File: src/rtl/ibpl_out_pkg.sv
// Shared types and default parameters for the interbackplane output cardlet.
package ibpl_out_pkg;

    // Per-channel drive mode, two bits per channel on ch_mode
    typedef enum logic [1:0] {
        MODE_DIRECT  = 2'd0,
        MODE_STRETCH = 2'd1,
        MODE_TOGGLE  = 2'd2,
        MODE_INVERT  = 2'd3
    } ch_mode_t;

    localparam int DEF_N_CH     = 6;
    localparam int DEF_CNT_W    = 16;
    localparam int DEF_LED_HOLD = 125000;

endpackage

File: src/rtl/ibpl_out_ctrl_if.sv
// Bus bundle between internal logic (master) and the output cardlet (slave).
interface ibpl_out_ctrl_if
    import ibpl_out_pkg::*;
#(
    parameter int N_CH  = DEF_N_CH,
    parameter int CNT_W = DEF_CNT_W
);
    logic [N_CH-1:0]   internal_out;
    logic [N_CH-1:0]   output_enable;
    logic [N_CH-1:0]   input_enable;
    logic [2*N_CH-1:0] ch_mode;
    logic [CNT_W-1:0]  stretch_len;
    logic              err_clr;
    logic [N_CH-1:0]   diob_dir;
    logic [N_CH-1:0]   diob_out;
    logic [N_CH-1:0]   internal_in;
    logic [N_CH-1:0]   diob_led1;
    logic [N_CH-1:0]   diob_led2;
    logic              plugin_error;
    logic              plugin_error_sticky;

    modport master (
        output internal_out, output_enable, input_enable, ch_mode, stretch_len, err_clr,
        input  diob_dir, diob_out, internal_in, diob_led1, diob_led2,
               plugin_error, plugin_error_sticky
    );

    modport slave (
        input  internal_out, output_enable, input_enable, ch_mode, stretch_len, err_clr,
        output diob_dir, diob_out, internal_in, diob_led1, diob_led2,
               plugin_error, plugin_error_sticky
    );
endinterface

File: src/rtl/ibpl_out_chan.sv
// One output channel: edge detect, mode mux, stretch counter, toggle state
// and the retriggerable activity-LED monostable.
module ibpl_out_chan
    import ibpl_out_pkg::*;
#(
    parameter int CNT_W    = DEF_CNT_W,
    parameter int LED_HOLD = DEF_LED_HOLD
) (
    input  logic             clk,
    input  logic             nReset,
    input  logic             internal_out,
    input  logic             output_enable,
    input  ch_mode_t         ch_mode,
    input  logic [CNT_W-1:0] stretch_len,
    output logic             diob_out,
    output logic             diob_led2
);
    localparam int LED_W = $clog2(LED_HOLD + 1);
    localparam logic [CNT_W-1:0] CNT_ZERO = {CNT_W{1'b0}};
    localparam logic [CNT_W-1:0] CNT_ONE  = {{(CNT_W-1){1'b0}}, 1'b1};
    localparam logic [LED_W-1:0] LED_ZERO = {LED_W{1'b0}};
    localparam logic [LED_W-1:0] LED_ONE  = {{(LED_W-1){1'b0}}, 1'b1};
    localparam logic [LED_W-1:0] LED_LOAD = LED_W'(LED_HOLD);

    logic             prev_r;
    ch_mode_t         mode_prev_r;
    logic             tog_r;
    logic [CNT_W-1:0] cnt_r;
    logic             diob_out_r;
    logic [LED_W-1:0] led_cnt_r;
    logic             led_r;

    logic             edge_s;
    logic             mode_chg_s;
    logic             tog_base_s;
    logic [CNT_W-1:0] cnt_base_s;
    logic             stretching_s;
    logic             core_s;
    logic             drive_s;
    logic             tog_nxt_s;
    logic [CNT_W-1:0] cnt_nxt_s;
    logic [LED_W-1:0] led_nxt_s;

    // Next-state and drive value; a mode change wipes the state before this cycle's edge acts on it
    always_comb begin
        edge_s       = internal_out & ~prev_r;
        mode_chg_s   = (ch_mode != mode_prev_r);
        tog_base_s   = 1'b0;
        cnt_base_s   = CNT_ZERO;
        core_s       = 1'b0;
        tog_nxt_s    = 1'b0;
        cnt_nxt_s    = CNT_ZERO;
        led_nxt_s    = LED_ZERO;

        if (mode_chg_s) begin
            tog_base_s = 1'b0;
            cnt_base_s = CNT_ZERO;
        end else begin
            tog_base_s = tog_r;
            cnt_base_s = cnt_r;
        end
        stretching_s = (cnt_base_s != CNT_ZERO);

        case (ch_mode)
            MODE_DIRECT:  core_s = internal_out;
            MODE_STRETCH: core_s = internal_out | stretching_s;
            MODE_TOGGLE:  core_s = tog_base_s ^ edge_s;
            MODE_INVERT:  core_s = ~internal_out;
            default:      core_s = internal_out;
        endcase
        drive_s = output_enable & core_s;

        if (!output_enable) begin
            tog_nxt_s = 1'b0;
            cnt_nxt_s = CNT_ZERO;
        end else begin
            if (ch_mode == MODE_TOGGLE) begin
                tog_nxt_s = tog_base_s ^ edge_s;
            end else begin
                tog_nxt_s = 1'b0;
            end
            // The pulse cycle itself is high through internal_out, so the counter covers L-1 more cycles
            if ((ch_mode == MODE_STRETCH) && edge_s) begin
                if (stretch_len == CNT_ZERO) begin
                    cnt_nxt_s = CNT_ZERO;
                end else begin
                    cnt_nxt_s = stretch_len - CNT_ONE;
                end
            end else if (stretching_s) begin
                cnt_nxt_s = cnt_base_s - CNT_ONE;
            end else begin
                cnt_nxt_s = CNT_ZERO;
            end
        end

        // LED counter reloads in step with the output register so the LED rises with the change
        if (drive_s != diob_out_r) begin
            led_nxt_s = LED_LOAD;
        end else if (led_cnt_r != LED_ZERO) begin
            led_nxt_s = led_cnt_r - LED_ONE;
        end else begin
            led_nxt_s = LED_ZERO;
        end
    end

    // Channel state and registered outputs
    always_ff @(posedge clk or negedge nReset) begin
        if (!nReset) begin
            prev_r      <= 1'b0;
            mode_prev_r <= MODE_DIRECT;
            tog_r       <= 1'b0;
            cnt_r       <= CNT_ZERO;
            diob_out_r  <= 1'b0;
            led_cnt_r   <= LED_ZERO;
            led_r       <= 1'b0;
        end else begin
            prev_r      <= internal_out;
            mode_prev_r <= ch_mode;
            tog_r       <= tog_nxt_s;
            cnt_r       <= cnt_nxt_s;
            diob_out_r  <= drive_s;
            led_cnt_r   <= led_nxt_s;
            led_r       <= (led_nxt_s != LED_ZERO);
        end
    end

    assign diob_out  = diob_out_r;
    assign diob_led2 = led_r;

endmodule

File: src/rtl/ibpl_out_ctrl.sv
// Interbackplane output cardlet top: per-channel drivers, enable LEDs,
// enable-mismatch error reporting and the constant direction/input lines.
module ibpl_out_ctrl
    import ibpl_out_pkg::*;
#(
    parameter int N_CH     = DEF_N_CH,
    parameter int CNT_W    = DEF_CNT_W,
    parameter int LED_HOLD = DEF_LED_HOLD
) (
    input  logic           clk,
    input  logic           nReset,
    ibpl_out_ctrl_if.slave bus
);
    logic [N_CH-1:0] diob_out_s;
    logic [N_CH-1:0] diob_led2_s;
    logic [N_CH-1:0] diob_led1_r;
    logic            plugin_error_r;
    logic            plugin_error_sticky_r;

    for (genvar i = 0; i < N_CH; i++) begin : g_chan
        ibpl_out_chan #(
            .CNT_W    (CNT_W),
            .LED_HOLD (LED_HOLD)
        ) u_chan (
            .clk           (clk),
            .nReset        (nReset),
            .internal_out  (bus.internal_out[i]),
            .output_enable (bus.output_enable[i]),
            .ch_mode       (ch_mode_t'(bus.ch_mode[2*i +: 2])),
            .stretch_len   (bus.stretch_len),
            .diob_out      (diob_out_s[i]),
            .diob_led2     (diob_led2_s[i])
        );
    end

    // Enable LED copy, live mismatch error and its sticky latch (set beats clear)
    always_ff @(posedge clk or negedge nReset) begin
        if (!nReset) begin
            diob_led1_r           <= {N_CH{1'b0}};
            plugin_error_r        <= 1'b0;
            plugin_error_sticky_r <= 1'b0;
        end else begin
            diob_led1_r    <= bus.output_enable;
            plugin_error_r <= |(bus.input_enable & ~bus.output_enable);
            if (plugin_error_r) begin
                plugin_error_sticky_r <= 1'b1;
            end else if (bus.err_clr) begin
                plugin_error_sticky_r <= 1'b0;
            end else begin
                plugin_error_sticky_r <= plugin_error_sticky_r;
            end
        end
    end

    assign bus.diob_dir            = {N_CH{1'b1}};
    assign bus.internal_in         = {N_CH{1'b0}};
    assign bus.diob_out            = diob_out_s;
    assign bus.diob_led2           = diob_led2_s;
    assign bus.diob_led1           = diob_led1_r;
    assign bus.plugin_error        = plugin_error_r;
    assign bus.plugin_error_sticky = plugin_error_sticky_r;

endmodule

File: src/flat_wrapper.sv
// flat-port wrapper written by rule: the top's interface ports become plain ports
module ibpl_out_ctrl_flat import ibpl_out_pkg::*;
#(
    parameter int N_CH     = DEF_N_CH,
    parameter int CNT_W    = DEF_CNT_W,
    parameter int LED_HOLD = DEF_LED_HOLD
)
  (clk, nReset, bus_internal_out, bus_output_enable, bus_input_enable, bus_ch_mode, bus_stretch_len, bus_err_clr, bus_diob_dir, bus_diob_out, bus_internal_in, bus_diob_led1, bus_diob_led2, bus_plugin_error, bus_plugin_error_sticky);
  ibpl_out_ctrl_if #(.N_CH(N_CH), .CNT_W(CNT_W)) bus_i ();
  input  logic clk;
  input  logic nReset;
  input wire logic [$bits(bus_i.internal_out)-1:0] bus_internal_out;
  input wire logic [$bits(bus_i.output_enable)-1:0] bus_output_enable;
  input wire logic [$bits(bus_i.input_enable)-1:0] bus_input_enable;
  input wire logic [$bits(bus_i.ch_mode)-1:0] bus_ch_mode;
  input wire logic [$bits(bus_i.stretch_len)-1:0] bus_stretch_len;
  input wire logic [$bits(bus_i.err_clr)-1:0] bus_err_clr;
  output wire logic [$bits(bus_i.diob_dir)-1:0] bus_diob_dir;
  output wire logic [$bits(bus_i.diob_out)-1:0] bus_diob_out;
  output wire logic [$bits(bus_i.internal_in)-1:0] bus_internal_in;
  output wire logic [$bits(bus_i.diob_led1)-1:0] bus_diob_led1;
  output wire logic [$bits(bus_i.diob_led2)-1:0] bus_diob_led2;
  output wire logic [$bits(bus_i.plugin_error)-1:0] bus_plugin_error;
  output wire logic [$bits(bus_i.plugin_error_sticky)-1:0] bus_plugin_error_sticky;
  assign bus_i.internal_out = bus_internal_out;
  assign bus_i.output_enable = bus_output_enable;
  assign bus_i.input_enable = bus_input_enable;
  assign bus_i.ch_mode = bus_ch_mode;
  assign bus_i.stretch_len = bus_stretch_len;
  assign bus_i.err_clr = bus_err_clr;
  assign bus_diob_dir = bus_i.diob_dir;
  assign bus_diob_out = bus_i.diob_out;
  assign bus_internal_in = bus_i.internal_in;
  assign bus_diob_led1 = bus_i.diob_led1;
  assign bus_diob_led2 = bus_i.diob_led2;
  assign bus_plugin_error = bus_i.plugin_error;
  assign bus_plugin_error_sticky = bus_i.plugin_error_sticky;
  ibpl_out_ctrl #(.N_CH(N_CH), .CNT_W(CNT_W), .LED_HOLD(LED_HOLD)) u_core (.clk(clk), .nReset(nReset), .bus(bus_i));
endmodule
File: config.mk
export PLATFORM = sky130hd
export DESIGN_NAME = ibpl_out_ctrl_flat
export DESIGN_NICKNAME = d
export VERILOG_FILES = /design/src/rtl/ibpl_out_pkg.sv /design/src/rtl/ibpl_out_ctrl_if.sv /design/src/rtl/ibpl_out_chan.sv /design/src/rtl/ibpl_out_ctrl.sv /design/src/flat_wrapper.sv
export SDC_FILE = /design/constraint.sdc
export NUM_CORES = 1
export LEC_CHECK = 0
export ABC_AREA = 1
export CORE_AREA = 2 2 150 181
export CTS_CLUSTER_DIAMETER = 100
export DETAILED_ROUTE_END_ITERATION = 6
export DIE_AREA = 0 0 152 183
export PLACE_DENSITY = 0.78
export SYNTH_ARGS = -nofsm -noshare
export SYNTH_HDL_FRONTEND = slang
export SYNTH_SLANG_ARGS = --single-unit
File: constraint.sdc
create_clock -name clk -period 3.2 [get_ports clk]
set_clock_uncertainty 0.1 [all_clocks]
set_input_delay 0.32 -clock clk [delete_from_list [all_inputs] [get_ports clk]]
set_output_delay 0.32 -clock clk [all_outputs]
set_load 0.02 [all_outputs]
==> results of run 1 <==
## sequential cells by signal, indices dropped and copies added (netlist names)
name                              flops
u_core.g_chan.u_chan.led_cnt_r      102
u_core.g_chan.u_chan.mode_prev_r     12
u_core.g_chan.u_chan.diob_out         6
u_core.bus.diob_led1                  6
u_core.bus.plugin_error               1
u_core.g_chan.u_chan.prev_r           6
u_core.bus.plugin_error_sticky        1
u_core.g_chan.u_chan.tog_r            6
u_core.g_chan.u_chan.diob_led2        6
u_core.g_chan.u_chan.cnt_r           96
## cell families after synthesis
| family | after synthesis | share of synthesized area |
|---|---|---|
| other | 2 | 0.0004808 |
| adders and majority gates | 20 | 0.01602 |
| and+or+nand+nor | 1122 | 0.3243 |
| xor gates and xnor gates | 98 | 0.05783 |
| buffers and inverters | 339 | 0.09315 |
| DFF | 242 | 0.3877 |
| AOI/OAI and AO/OA | 319 | 0.1205 |
## power by group through the flow
| stage | registers [W] | logic, W | clock network (W) |
|---|---|---|---|
| floorplan | 0.00441 | 0.00455 | 0 |
| global placement | 0.00458 | 0.00556 | 0 |
| detailed placement | 0.00459 | 0.00574 | 0 |
| CTS | 0.00455 | 0.00578 | 0.00321 |
| global route | 0.00466 | 0.00664 | 0.00335 |
| finish | 0.00458 | 0.00583 | 0.00316 |
## cell usage after synthesis (3+ instances only)
master / number / share of area
nand2_1: 453 / 0.11
nor2_1: 308 / 0.074
inv_1: 251 / 0.060
dfrtp_1: 242 / 0.39
nand3_1: 159 / 0.051
a21oi_1: 117 / 0.037
o21ai_0: 90 / 0.029
xnor2_1: 55 / 0.031
xor2_1: 40 / 0.022
nand4_1: 38 / 0.015
nand2_2: 30 / 0.012
nor2_2: 30 / 0.012
buf_4: 28 / 0.013
clkbuf_1: 26 / 0.0062
o21ai_1: 23 / 0.0074
nor3_1: 22 / 0.0070
or2_2: 21 / 0.0084
ha_1: 20 / 0.016
inv_2: 17 / 0.0041
o211ai_1: 16 / 0.0077
nand3b_1: 14 / 0.0067
o22ai_1: 12 / 0.0048
nor4_1: 10 / 0.0040
o31ai_1: 9 / 0.0043
nand2_4: 8 / 0.0058
a211oi_1: 7 / 0.0034
buf_2: 7 / 0.0022
buf_6: 7 / 0.0050
o21ai_2: 7 / 0.0039
a31oi_1: 6 / 0.0024
nor3_2: 6 / 0.0038
o41ai_1: 6 / 0.0034
a22o_1: 5 / 0.0028
o211ai_2: 5 / 0.0040
nor2_4: 4 / 0.0029
and2_1: 3 / 0.0012
nand3_2: 3 / 0.0019
o211a_1: 3 / 0.0019
## cell type report
cell class                      count  share of cell area
Sequential cell                   242              0.3449
Clock inverter                     13             0.01083
Clock buffer                       32             0.03941
Tap cell                          335             0.02387
Multi-Input combinational cell   1571              0.4651
Inverter                          270             0.05801
Timing Repair Buffer              110             0.05786
## per-layer routing
| layer | wire length [um] | vias to the layer above |
|---|---|---|
| met4 | 939 | 0 |
| met5 | 0 | - |
| met3 | 2488 | 73 |
| met1 | 16660 | 6714 |
| li1 | - | 7053 |
| met2 | 19070 | 470 |
## stage by stage
stage,area (um2),power [W],util,setup slack [ps]
2_1_floorplan,15660,0.008955,-,876.4
3_3_place_gp,16670,0.01014,0.6384,288.2
3_5_place_dp,16670,0.01032,0.6384,170.8
4_1_cts,17560,0.01354,0.6726,598.5
5_1_grt,17560,0.01464,0.6726,346.2
6_report,17560,0.01357,0.6726,598.1
## worst paths after layout
check | start | endpoint | slack [ps] | depth (start not counted)
min in group asynchronous | nReset | u_core.g_chan[5].u_chan.led_cnt_r[9] | 320 | 2
worst max register to register | u_core.g_chan[1].u_chan.mode_prev_r[0] | u_core.g_chan[1].u_chan.led_cnt_r[0] | 600 | 15
max in group asynchronous | nReset | u_core.g_chan[0].u_chan.mode_prev_r[0] | 1730 | 3
worst min register to register | u_core.g_chan[3].u_chan.led_cnt_r[0] | u_core.g_chan[3].u_chan.led_cnt_r[0] | 320 | 1
worst min-delay path | bus_internal_out[5] | u_core.g_chan[5].u_chan.prev_r | 220 | 1
worst max-delay path | u_core.g_chan[1].u_chan.mode_prev_r[0] | u_core.g_chan[1].u_chan.led_cnt_r[0] | 600 | 15
## worst register-to-register path: stages (launching register included)
cell and delay [ps]:
dfrtp_1 440, xnor2_4 350, nand2_4 80, inv_2 110, nand2_2 100, ha_1 200, nand2_1 60, nor2_1 60
nand3_1 80, nand2_1 70, nand2_2 100, nand2_2 80, nand2_1 130, nand2_2 160, nand2_1 260, nor2_1 80
## cells in the final DEF (no fill, tap or decap), types with 17 or more instances in the layout
cell and instances:
nand3_1 159, nor3_1 22, nor2_1 308, o21ai_0 90, dfrtp_1 242, clkdlybuf4s50_1 67
xor2_1 40, xnor2_1 55, nand2_1 453, buf_4 40, or2_2 21, o21ai_1 23
ha_1 20, clkbuf_16 25, nand2_2 30, a21oi_1 117, inv_2 17, nand4_1 38
inv_1 251, nor2_2 30
==> impl_metrics.yaml, run 1 <==
run_status:
  status: "finished clean"
clock_network:
  cts_setup_buffers: 0
  cts_max_level: 1
  cts.sinks: 242
  cts_root_buffer: "clkbuf_16"
  clkLatencyLatePin_ps: 530
  cts_resized: 0
  hold_buffers: 1
  cts.path.max_buffers: 3
  cts_tree: "built"
  clk_pin_slew_ps: 70
  cts_made_buffers: 25
logic_synthesis:
  async_flop_share: 1.000
  synth_area_um2: 15620
  synth_edf_count: 0
  avgSynthCellArea_um2: 7.293
  synth_seq_cells: 242
  ys_seq_area_frac: 0.3877
  yosys_warnings: 0
  syn-instance-count: 2142
  synth_cell_types: 61
  synth-main-ff-cell: "dfrtp_1"
global_route:
  grtUsageTotal: 0.2811
  grt_pass1_wl_um: 65610
  grt_max_degree: 94
  gr-total-overflow: 0
  grt_util_met3: 0.04112
  met1_usage: 0.3706
  use_met2: 0.4861
  grt-busiest-layer: "met2"
  grt_pass1_vias: 13903
  antenna_found_initial: 0
layout:
  instances_no_fill: 2573
  nNetsFinal: 2289
  antenna-diode-count: 0
  final_layout_size_suffix_gt1_frac: 0.1050
  areaGrowthSynthToFinish_pct: 12.40
  register_area_um2: 6056
  nFillCells: 2180
  multi_input_area_um2: 8167
pwr:
  seq_power_share: 0.337
  internal-power_w: 0.008075
  p_sw_w: 0.005494
  powerDensity_nw_per_um2: 772.8
  clockPowerShare: 0.233
  power_frac_comb: 0.430
  leakage_nw: 8.453
  ir_drop_mv: 0.5538
  netSwitchingFraction: 0.4049
critical_path:
  worstPathMaxFanout: 12
  slowest_delay_ps: 440
  path_buf_inv: 1
  worstPathCellList: "xnor2_4, nand2_4, inv_2, nand2_2, ha_1, nand2_1, nor2_1, nand3_1, nand2_1, nand2_2, nand2_2, nand2_1, nand2_2, nand2_1, nor2_1"
  cp-start-kind: "flop"
  worst-endpoint-required_ps: 3490
  cp_slowest_cell: "dfrtp_1"
  critical-path-top-delay-family: "simple AND/OR/NAND/NOR gates"
  arrival_ps: 2890
  crit_path_end_kind: "flop"
  criticalPathCategory: "reg2reg"
timing:
  rsz0062_at_grt: "false"
  min_period_over_period: 0.8131
  tns_ps: 0
  final_hold_viol_count: 0
  fmax_mhz: 384.3
  maxSlewHeadroom: 0.4561
  finalCriticalPeriod_ps: 2602
  hold_ws_ps: 215.5
  slew_viol_final: 0
  setup_viol: 0
  worst_pin_slew_ps: 807.0
die:
  die_area_um2: 27820
  ios: 81
  initial_core_util: 0.5984
  die_w_um: 152
  die_h_um: 183
  core_area_um2: 26110
  row_count: 65
flow_run:
  cap_violations: 0
routing:
  wire_per_inst_um: 15.22
  viasPerCell: 5.562
  vias: 14310
  antenna_left: 0
  drt_first_pass_iters: 6
  route.detailed.drc: 0
  routed_wl_um: 39160
  drtIter0Drc: 1165
place:
  portBuffers: 68
  dpl.hpwl_um: 28130
  dp_cells: 2527
  place.gp.congestion: 0.9408
hold_path:
  worst_hold_path_type: "in2reg"
No activity file was read; power rests on OpenSTA's default activity.
==> run 2: changes to the inputs <==
==> constraint.sdc (replaced) <==
create_clock -name clk -period 2.7 [get_ports clk]
set_clock_uncertainty 0.1 [all_clocks]
set_input_delay 0.27 -clock clk [delete_from_list [all_inputs] [get_ports clk]]
set_output_delay 0.27 -clock clk [all_outputs]
set_load 0.02 [all_outputs]
==> run 2 against run 1 <==
  * Worst setup slack got worse by 400 ps
  * Maximum frequency up 4.0%
  * Worst hold slack lost 83 ps
  * Non-clock buffer count rose by 62
  * Combinational power is 23% higher
  * Sequential share of layout area down 0.94 points
  * Global-route usage increased by 0.14 points
  * Routed wire length up 1.0%
  * Cell area rose by 2.8%
  * Die area did not move
  * Critical path depth decreased by 4
  * Total power is 19% higher
  * Critical path type unchanged
  * Critical endpoint is now u_core.g_chan[1].u_chan.diob_led2
  * Largest cell class unchanged
  * Largest power group unchanged
==> impl_metrics.yaml, run 2 (synthesis results as in run 1) <==
run_status:
  status: "finished clean"
layout:
  top_regs: "u_core.g_chan.u_chan.led_cnt_r x102, u_core.g_chan.u_chan.cnt_r x96, u_core.g_chan.u_chan.mode_prev_r x12"
  largest_reg_flops: 102
  nNetsFinal: 2353
  areaGrowthSynthToFinish_pct: 15.55
  regMostFlops: "u_core.g_chan.u_chan.led_cnt_r"
  nFillCells: 2123
  final_cell_mix: "nand2_1, nor2_1, inv_1, dfrtp_1, nand3_1"
  layout_commonest_cell: "nand2_1"
  fin_area_um2: 18050
  final_layout_size_suffix_gt1_frac: 0.1285
place:
  portBuffers: 68
  dpl.hpwl_um: 29040
  place.gp.congestion: 0.9484
  place_area_um2: 17180
  dp_slack_ps: -61.89
timing:
  slew_viol_final: 0
  maxSlewHeadroom: 0.3957
  tns_ps: 0
  rsz0062_at_grt: "false"
  worst_pin_slew_ps: 903.2
  final_hold_viol_count: 0
  fmax_mhz: 399.6
  setup_viol: 0
  hold_ws_ps: 132.4
  fin_ws_ps: 197.8
  min_period_over_period: 0.9268
  finalCriticalPeriod_ps: 2502
pwr:
  ir_drop_mv: 0.6797
  leakage_nw: 8.749
  powerDensity_nw_per_um2: 896.9
  internal-power_w: 0.009591
  clockPowerShare: 0.222
  p_sw_w: 0.006598
  seq_power_share: 0.335
  netSwitchingFraction: 0.4075
  power_frac_comb: 0.443
  total_power_w: 0.01619
critical_path:
  cp.depth: 11
  worstPathMaxFanout: 7
  worst-endpoint-required_ps: 3010
  cpMostUsedCell: "nand4_1"
  rrSetupSlack_ps: 200
  worstSetupStartpoint: "u_core.g_chan[1].u_chan.led_cnt_r[0]"
  arrival_ps: 2810
  cp-start-kind: "flop"
  regToRegStartpoint: "u_core.g_chan[1].u_chan.led_cnt_r[0]"
  crit_end: "u_core.g_chan[1].u_chan.diob_led2"
  criticalPathCategory: "reg2reg"
  slowest_delay_ps: 370
  rr_worst_depth: 11
  cp_slowest_cell: "dfrtp_1"
  critical-path-top-delay-family: "simple AND/OR/NAND/NOR gates"
  crit_path_end_kind: "flop"
  path_buf_inv: 1
  r2r_end: "u_core.g_chan[1].u_chan.diob_led2"
  worstPathCellList: "inv_1, ha_1, nand2_1, nor3_2, nand3_1, o21ai_1, nand4_1, nor2_1, nand4_1, nor2_1, nand4_1"
die:
  ios: 81
  die_area_um2: 27820
  row_count: 65
  initial_core_util: 0.5984
  core_area_um2: 26110
  die_w_um: 152
  die_h_um: 183
clock_network:
  cts_tree: "built"
  cts.path.max_buffers: 3
  cts_setup_buffers: 0
  clkLatencyLatePin_ps: 540
  clk_pin_slew_ps: 60
  cts.sinks: 242
  cts_made_buffers: 27
  cts_max_level: 1
  cts_root_buffer: "clkbuf_16"
routing:
  vias: 14636
  drt_first_pass_iters: 6
  route.detailed.drc: 0
  drtIter0Drc: 1114
  routed_wl_um: 39550
  viasPerCell: 5.546
  antenna_left: 0
  wire_per_inst_um: 14.99
hold_path:
  hold_depth: 1
  worst_hold_path_type: "in2reg"
global_route:
  grt_pass1_vias: 14286
  antenna_found_initial: 0
  grt_max_degree: 84
  grt_pass1_wl_um: 66410
  gr-total-overflow: 0
  grtUsageTotal: 0.2825
flow_run:
  cap_violations: 0
[run 2: changes by cell type in the layout (fill, tap and decap cells not counted), sizes merged]
cell,previous run,this run
bufinv,5,1
buf,42,104
clkbuf,32,43
diode,0,1
clkinv,8,3
inv,270,271
[run 2: final cells by class]
| type | count | area, um2 | share of cell area |
|---|---|---|---|
| well taps | 335 | 419.2 | 0.02322 |
| repair buffers | 172 | 1531 | 0.08484 |
| clock buffers | 43 | 795.8 | 0.04408 |
| inverters | 270 | 1018 | 0.05642 |
| flip-flops and latches | 242 | 6056 | 0.3355 |
| diodes | 1 | 2.502 | 0.0001386 |
| multi-input cells | 1571 | 8174 | 0.4528 |
| clock inverters | 5 | 53.80 | 0.002981 |
[run 2: power groups by stage]
stage               combinational [W]  clock [W]  sequential (W)
detailed placement            0.00705          0         0.00543
finish                        0.00718    0.00360         0.00542
CTS                           0.00711    0.00366         0.00539
floorplan                     0.00539          0         0.00522
global placement              0.00686          0         0.00543
global route                  0.00809    0.00381         0.00552
[run 2: worst min-delay path by stage]
stage	endpoint	startpoint
2_1_floorplan	u_core.bus.diob_led1[0]	nReset
3_3_place_gp	u_core.g_chan[5].u_chan.led_cnt_r[9]	nReset
3_5_place_dp	u_core.g_chan[5].u_chan.led_cnt_r[7]	nReset
4_1_cts	u_core.g_chan[0].u_chan.prev_r	bus_internal_out[0]
5_1_grt	u_core.g_chan[0].u_chan.prev_r	bus_internal_out[0]
6_report	u_core.g_chan[1].u_chan.prev_r	bus_internal_out[1]
[run 2: through the flow]
step / instances / utilization
after global placement: 2589 / 0.6581
final: 2639 / 0.6914
after CTS: 2638 / 0.6911
after floorplan: 2152 / -
after global routing: 2638 / 0.6913
after detailed placement: 2589 / 0.6581
[run 2: metal layers]
layer / track usage / routed length (um) / vias up
met1: 0.3632 / 16650 / 6895
li1: - / - / 7174
met3: 0.03592 / 2375 / 82
met4: 0.07850 / 906 / 0
met2: 0.5040 / 19610 / 485
met5: 0 / 0 / -
[run 2: worst register-to-register path, stage by stage, from the launching register on]
cell	delay [ps]
dfrtp_1	370
inv_1	120
ha_1	230
nand2_1	140
nor3_2	320
nand3_1	310
o21ai_1	220
nand4_1	100
nor2_1	120
nand4_1	130
nor2_1	120
nand4_1	70
[run 2: repair_timing]
action,CTS,global route
hold endpoints to repair,77,0
hold buffers,1,0
gates resized for setup,0,3
setup endpoints to repair,0,2
